==> src/rtl/vignette_ctrl.sv <==
// Vignette filter sequencer: tracks stream pixel coordinates, applies shadowed
// configuration at start of frame, holds gain-table writes until blanking and flags framing errors.
module vignette_ctrl #(
  parameter int H_ACTIVE = 1920,
  parameter int V_ACTIVE = 1080,
  parameter int LUT_BITS = 10,
  parameter int MUL_BITS = 8
) (
  input  logic                clk,
  input  logic                aresetn,
  input  logic                s_tvalid,
  input  logic                s_tready,
  input  logic                s_tuser,
  input  logic                s_tlast,
  output logic [10:0]         pix_x,
  output logic [10:0]         pix_y,
  input  logic                cfg_we,
  input  logic [2:0]          cfg_addr,
  input  logic [15:0]         cfg_wdata,
  output logic                cfg_ready,
  output logic [10:0]         center_x,
  output logic [10:0]         center_y,
  output logic                vig_enable,
  output logic                lut_we,
  output logic [LUT_BITS-1:0] lut_addr,
  output logic [MUL_BITS-1:0] lut_data,
  output logic [15:0]         frame_cnt,
  output logic [2:0]          err_flags
);

  typedef enum logic [1:0] {
    WAIT_SOF = 2'd0,
    ACTIVE   = 2'd1,
    BLANK    = 2'd2
  } state_e;

  localparam logic [2:0]  ADDR_CX    = 3'd0;
  localparam logic [2:0]  ADDR_CY    = 3'd1;
  localparam logic [2:0]  ADDR_EN    = 3'd2;
  localparam logic [2:0]  ADDR_PTR   = 3'd3;
  localparam logic [2:0]  ADDR_LUT   = 3'd4;
  localparam logic [2:0]  ADDR_ERRC  = 3'd5;
  localparam logic [10:0] X_LAST     = 11'(H_ACTIVE - 1);
  localparam logic [10:0] Y_LAST     = 11'(V_ACTIVE - 1);
  localparam logic [10:0] COORD_MAX  = 11'h7FF;

  state_e                state_q, state_d;
  logic [10:0]           xCnt_q, xCnt_d, yCnt_q, yCnt_d;
  logic [10:0]           shadowCx_q, shadowCx_d, shadowCy_q, shadowCy_d;
  logic                  shadowEn_q, shadowEn_d;
  logic [10:0]           centerX_q, centerY_q;
  logic                  enable_q;
  logic [LUT_BITS-1:0]   lutPtr_q, lutPtr_d;
  logic                  lutWe_q;
  logic [LUT_BITS-1:0]   lutAddr_q;
  logic [MUL_BITS-1:0]   lutData_q;
  logic [15:0]           frameCnt_q;
  logic [2:0]            err_q, err_d;

  logic                  beat, sof, cfgAccept, lutWrite, advance;
  logic [10:0]           curX, curY;
  logic [2:0]            errEvent, errClear;
  logic                  unusedBits;

  assign beat      = s_tvalid & s_tready;
  assign sof       = beat & s_tuser;
  assign curX      = s_tuser ? 11'd0 : xCnt_q;
  assign curY      = s_tuser ? 11'd0 : yCnt_q;
  assign cfg_ready = !((cfg_addr == ADDR_LUT) && (state_q == ACTIVE));
  assign cfgAccept = cfg_we & cfg_ready;
  assign lutWrite  = cfgAccept && (cfg_addr == ADDR_LUT);
  assign unusedBits = ^cfg_wdata;

  always_ff @(posedge clk or negedge aresetn) begin
    if (!aresetn) state_q <= WAIT_SOF;
    else          state_q <= state_d;
  end

  // Frame sequencing; outside ACTIVE only a start-of-frame beat moves the counters.
  always_comb begin
    state_d  = state_q;
    xCnt_d   = xCnt_q;
    yCnt_d   = yCnt_q;
    errEvent = 3'b000;
    advance  = 1'b0;
    case (state_q)
      WAIT_SOF, BLANK: begin
        if (sof) begin
          state_d = ACTIVE;
          advance = 1'b1;
        end
      end
      ACTIVE: begin
        if (beat) begin
          advance = 1'b1;
          if (s_tuser && ((xCnt_q != 11'd0) || (yCnt_q != 11'd0))) errEvent[2] = 1'b1;
          if (s_tlast && (curX < X_LAST))                          errEvent[0] = 1'b1;
          if (!s_tlast && (curX == X_LAST))                        errEvent[1] = 1'b1;
          if (s_tlast && (curY == Y_LAST))                         state_d = BLANK;
        end
      end
      default: state_d = WAIT_SOF;
    endcase
    if (advance) begin
      if (s_tlast) begin
        xCnt_d = 11'd0;
        yCnt_d = (curY == COORD_MAX) ? COORD_MAX : curY + 11'd1;
      end else begin
        xCnt_d = (curX == COORD_MAX) ? COORD_MAX : curX + 11'd1;
      end
    end
  end

  // A shadow write coinciding with the SOF beat is folded into that apply.
  always_comb begin
    shadowCx_d = shadowCx_q;
    shadowCy_d = shadowCy_q;
    shadowEn_d = shadowEn_q;
    lutPtr_d   = lutPtr_q;
    errClear   = 3'b000;
    if (cfgAccept) begin
      case (cfg_addr)
        ADDR_CX:   shadowCx_d = cfg_wdata[10:0];
        ADDR_CY:   shadowCy_d = cfg_wdata[10:0];
        ADDR_EN:   shadowEn_d = cfg_wdata[0];
        ADDR_PTR:  lutPtr_d   = cfg_wdata[LUT_BITS-1:0];
        ADDR_LUT:  lutPtr_d   = lutPtr_q + 1'b1;
        ADDR_ERRC: errClear   = cfg_wdata[2:0];
        default:   ;
      endcase
    end
    err_d = (err_q & ~errClear) | errEvent;
  end

  always_ff @(posedge clk or negedge aresetn) begin
    if (!aresetn) begin
      xCnt_q     <= '0;
      yCnt_q     <= '0;
      shadowCx_q <= 11'd960;
      shadowCy_q <= 11'd540;
      shadowEn_q <= 1'b0;
      centerX_q  <= 11'd960;
      centerY_q  <= 11'd540;
      enable_q   <= 1'b0;
      lutPtr_q   <= '0;
      lutWe_q    <= 1'b0;
      lutAddr_q  <= '0;
      lutData_q  <= '0;
      frameCnt_q <= '0;
      err_q      <= '0;
    end else begin
      xCnt_q     <= xCnt_d;
      yCnt_q     <= yCnt_d;
      shadowCx_q <= shadowCx_d;
      shadowCy_q <= shadowCy_d;
      shadowEn_q <= shadowEn_d;
      lutPtr_q   <= lutPtr_d;
      err_q      <= err_d;
      lutWe_q    <= lutWrite;
      if (lutWrite) begin
        lutAddr_q <= lutPtr_q;
        lutData_q <= cfg_wdata[MUL_BITS-1:0];
      end
      if (sof) begin
        centerX_q  <= shadowCx_d;
        centerY_q  <= shadowCy_d;
        enable_q   <= shadowEn_d;
        frameCnt_q <= frameCnt_q + 16'd1;
      end
    end
  end

  assign pix_x      = curX;
  assign pix_y      = curY;
  assign center_x   = centerX_q;
  assign center_y   = centerY_q;
  assign vig_enable = enable_q;
  assign lut_we     = lutWe_q;
  assign lut_addr   = lutAddr_q;
  assign lut_data   = lutData_q;
  assign frame_cnt  = frameCnt_q;
  assign err_flags  = err_q;

endmodule

==> config.mk <==
export PLATFORM = sky130hd
export DESIGN_NAME = vignette_ctrl
export DESIGN_NICKNAME = d
export VERILOG_FILES = /design/src/rtl/vignette_ctrl.sv
export SDC_FILE = /design/constraint.sdc
export NUM_CORES = 1
export LEC_CHECK = 0
export CAP_MARGIN = 10
export CORE_MARGIN = 2
export CORE_UTILIZATION = 40
export CTS_CLUSTER_DIAMETER = 200
export DETAILED_ROUTE_END_ITERATION = 10
export HOLD_SLACK_MARGIN = 0.08
export MAX_ROUTING_LAYER = met4
export PLACE_DENSITY = 0.68
export SLEW_MARGIN = 20
export SYNTH_ARGS = -nofsm -noshare
export SYNTH_HDL_FRONTEND = slang
export SYNTH_SLANG_ARGS = --single-unit
==> constraint.sdc <==
create_clock -name clk -period 6.3 [get_ports clk]
set_clock_uncertainty 0.15 [all_clocks]
set_input_delay 1.26 -clock clk [delete_from_list [all_inputs] [get_ports clk]]
set_output_delay 1.26 -clock clk [all_outputs]
set_load 0.03 [all_outputs]
After elaboration in Yosys (flattened, before gate mapping) --
Index checks and enable logic that the tools add are counted.
Word-level totals: output and inout bits 84, bits in read-only memories 0, logic and storage cells 84, memories kept 0, register bits 118, latch bits 0, input bits 26, memory bits (writable) 0
Operators by class: mux-type cells 26, equality and inequality tests 14, bitwise logic cells 6, multiply operators 0, reductions and logical operators 18, shifts and indexed selects 0, $lt $le $gt $ge 1, $add $sub $neg 4, divide/modulo/power cells 0
Operators by type and width (count):
- $mux W11 | 9
- $eq A11 B11 Y1 const B | 4
- $add A11 B1 Y11 const B | 2
- $reduce_bool A11 Y1 | 2
- $pmux W10 S2 | 1
- $add A16 B1 Y16 const B | 1
- $mux W3 | 4
- $lt A11 B11 Y1 const B | 1
- $add A10 B1 Y10 const B | 1
- $mux W1 | 7
- $eq A3 B2 Y1 const B | 2
- $eq A3 B3 Y1 const B | 2
- $logic_and A1 B1 Y1 | 6
- $mux W2 | 3
- $ne A2 B2 Y1 const B | 2
- $pmux W2 S2 | 1
- $reduce_and A2 Y1 | 2
- $and A1 B1 Y1 | 3
- $and A3 B3 Y3 | 1
- $eq A3 B1 Y1 const B | 1
- $logic_not A3 Y1 | 1
- $not A3 Y3 | 1
- $or A3 B3 Y3 | 1
- $reduce_and A3 Y1 | 1
- 9 further kinds | 10

Longest topological paths before layout --
depth after elaboration 8, depth in mapped cells 11, mapped depth without buffers 7

Worst setup path after synthesis --
OpenSTA, ideal clock, no wires.
kind input-to-reg, start in s_tuser, end reg xCnt_q[8], cell stages on the path 10, library setup time 0.124 ns, data required time 6.026 ns, setup slack 2.324 ns, buffers on the path 3, data arrival time 3.702 ns, cells stage by stage buf_4 -> buf_2 -> buf_1 -> nor2b_1 -> ha_1 -> nand4_2 -> nor3b_4 -> nand3_2 -> mux2_4 -> a211o_1
Between the ends: word-level cells in the longest chain between the ends 4, elaborated cells between the ends (all ways) 8, classes of those cells 1 x add/sub; 1 x eq/ne; 5 x mux; 1 x bitwise
Ends and longest elaborated chain:
- start, declared | RTL line 13 | input logic s_tuser,
- $mux W11 * | RTL line 67 | assign curX = s_tuser ? 11'd0 : xCnt_q;
- named net pix_x[1] | RTL line 15 | output logic [10:0] pix_x,
- $add A11 B1 Y11 or $eq A11 B11 Y1 (tied branches) | RTL line 109 | xCnt_d = (curX == COORD_MAX) ? COORD_MAX : curX + 11'd1;
- $mux W11 * | RTL line 109
- $mux W11 * | RTL line 105 | if (s_tlast) begin
- end signal, assigned | RTL line 152 | xCnt_q <= xCnt_d;
- end, declared | RTL line 48 | logic [10:0] xCnt_q, xCnt_d, yCnt_q, yCnt_d;
Mark *: on every way through the listed nets, which the timed path passes. The rest lies on a longest branch. A chain may end at the register's enable or synchronous reset.

Final worst setup path --
start in s_tuser, end out pix_y[0]
Between the ends: word-level cells in the longest chain between the ends 1
Ends and longest elaborated chain:
- $mux W11 | RTL line 68 | assign curY = s_tuser ? 11'd0 : yCnt_q;
- end, declared | RTL line 16 | output logic [10:0] pix_y,
Every way passes these cells.

==> metrics <==
Hold Crit Start=center_x[7]$_DFFE_PN1P_; Setup crit end kind=output pin; Final Power=2.37 mW; Placed Instances=850; drt initial violations=between 300 and 400; most common cell after layout, fill and taps aside=nand2_1; sink of the worst hold path=center_x[7]$_DFFE_PN1P_; Ys Warns=0; worst slew pin tran=0.930 ns; antenna-violating nets left=0; Post-CTS Setup Bufs=0; nets=719; setup TNS=0 ns; PostCTS Resize Cnt=0; # IOs=between 100 and 150; max_cap viols=0; Seq/Total Area, Yosys=53.3%; TritonCTS clock tree=done; Remaining DRCs=0; DR pass1 iterations=5; Root Driver=clkbuf_16; most frequent cells in the layout=nand2_1, clkdlybuf4s50_1, dfrtp_1, nor2_1, a21oi_1; final setup fails=0; Pins Over Slew Limit=0; Remaining Overflow, GRT=0; die area=14,900 um^2; clock sinks=118; H-tree depth=4; PD cells=322 nW/um^2; CP max FO=25; outcome=finished clean; clock latency on the worst-skew pair=0.41 ns; RR Startpoint=xCnt_q[0]$_DFFE_PN0N_; hold_buf cts=0; area of the core=approximately 14,000 um^2; I/O Buffers=104; pre-CTS setup slack=1.39 ns; TritonCTS buffer count=17; vias after detailed routing=4,589; synthesized area per cell=9.50 um^2; RSZ-0062 raised after global routing=false; drt via density=5.20; cells after synthesis=587; die span in x=122 um; row cnt=43; die extent in y=approximately 120 um; Tot GR Track Use=about a fifth; Reg clk slew, reported paths=0.06 ns; Hold Vio Cnt, Final=0; antenna cells=0; layout cells sized above 1=12.5%; R2R Setup Slk=3.69 ns; Final Wtd Congestion=0.883; initial antenna violation count=0; Worst R2R Path Depth=7; post-layout util=53.6%; max_slew headroom=38.0%; cell depth of the worst hold path=2; Yosys reg bits=~120; leakage power=between 3 and 4 nW; routed len/inst=15.6 um; vias in the first global route=4,384; largest net degree at the start of global routing=76; Final WS setup=about 1.3 ns; first-pass GRT wire length=22,400 um; Buf/Inv on CP=3; Critical-path top delay cell=clkdlybuf4s50_1; synthesized area=5570 um^2; DRT Wirelength=approximately 14,000 um; Finished Layout Cells=between 800 and 900; Post-synth EDFFs=0; Worst EP required=~4.9 ns; Crit path max-delay family=buffers and inverters; Tcrit/Tclk final=78.6%; CP arrival=3.54 ns; worst hold path type=reg -> reg; CP peak stage delay=0.87 ns; Top cell by count, worst path=clkdlybuf4s50_1; Initial Util=40.6%; Synth cell types=55; Max Freq=0.202 GHz; ys flop type=dfrtp_1; Area growth syn-to-layout=32.0%; syn_nets=a little over 600; crit-path cells=clkdlybuf4s50_1 -> buf_4 -> nor2b_1 -> clkdlybuf4s50_1; Fill cells=approximately 1,300; critical path startpoint category=input pin; Period minus WS final=4.95 ns; post-DP HPWL=9430 um; ys async rst share=100%; Peak VDD IR=~0.00016 V; kind of critical path=in -> out; Longest Clk Path Bufs=2; reg-to-reg endpoint=xCnt_q[8]$_DFFE_PN0N_
cells in the mapped netlist, drive strengths merged, types with 6 or more instances:
library cell | instances | area share (%)
and3 | 10 | 1.1
nor3 | 12 | 1.1
nand4 | 12 | 1.5
dfrtp | 102 | 46
a31oi | 6 | 0.67
nand3 | 22 | 2.1
dfstp | 16 | 7.5
xnor2 | 10 | 1.6
a21oi | 26 | 2.3
nand2 | 167 | 11
nor2b | 22 | 2.5
and4 | 8 | 1.3
nor2 | 28 | 1.9
and2 | 7 | 0.79
o21ai | 18 | 1.7
mux2 | 24 | 4.9
clkbuf | 15 | 1.0
buf | 13 | 1.2
nor3b | 6 | 1.0
cells by family after synthesis:
| family | after synthesis | share of synthesized area (%) |
|---|---|---|
| AND/OR/NAND/NOR | 311 | 26.5 |
| flip-flops | 118 | 53.3 |
| AO/OA/AOI/OAI | 80 | 9.09 |
| buffers and inverters | 33 | 2.58 |
| XOR/XNOR | 15 | 2.36 |
| multiplexers | 26 | 5.27 |
| adder cells (fa/ha/maj) | 4 | 0.898 |
worst max path at each step:
stage / startpoint / to / slack (ns) / cells past startpoint
floorplan: s_tuser / xCnt_q[8]$_DFFE_PN0N_ / 2.32 / 10
CTS: s_tuser / pix_y[0] / 1.38 / 4
global placement: s_tuser / pix_y[0] / 1.39 / 4
global route: s_tuser / pix_y[0] / 1.23 / 4
detailed placement: s_tuser / pix_y[0] / 1.39 / 4
finish: s_tuser / pix_y[0] / 1.35 / 4
state kept, by name, indices dropped and copies added, names as in the netlist, 2 cells and up:
| name | count |
|---|---|
| xCnt_q | 11 |
| err_flags | 3 |
| shadowCy_q | 11 |
| center_x | 11 |
| shadowCx_q | 11 |
| yCnt_q | 11 |
| center_y | 11 |
| state_q | 2 |
| frame_cnt | 16 |
| lutPtr_q | 10 |
| lut_data | 8 |
| lut_addr | 10 |
routing by layer:
layer | wire [um] | GRT usage, %
met4 | 181 | 4.81
met3 | 689 | 5.66
met1 | 6420 | 27.3
met2 | 6460 | 29.5
met5 | 0 | -
per-stage QoR:
step | instance area [um^2] | hold WS (ns)
after floorplan | 5570 | 0.305
after global placement | 6770 | 0.299
after detailed placement | 6770 | 0.299
after CTS | 7350 | 0.309
after global routing | 7360 | 0.331
final | 7360 | 0.306
worst reg2reg max path, delay by kind of cell (launching register included):
family                   cells  cell delay (ns)
AND/OR/NAND/NOR              4             0.96
flip-flops                   1             0.49
adder cells (fa/ha/maj)      1             0.31
multiplexers                 1             0.31
AO/OA/AOI/OAI                1             0.27
layout make-up:
class / instances / area (um^2) / area share (%)
Tap cell: 180 / 225 / 3.06
Timing Repair Buffer: 111 / 1090 / 14.8
Sequential cell: 118 / 2970 / 40.4
Inverter: 5 / 18.8 / 0.255
Clock inverter: 14 / 150 / 2.04
Multi-Input combinational cell: 436 / 2460 / 33.5
Clock buffer: 18 / 439 / 5.97
where the power goes:
part / total, mW / leakage, nW / switching, mW / internal, mW
combinational: 0.454 / 1.54 / 0.259 / 0.194
clock: 0.953 / 0.271 / 0.359 / 0.594
sequential: 0.962 / 1.48 / 0.0810 / 0.881
total: 2.37 / 3.29 / 0.700 / 1.67
(Power assumes the default switching activity.)
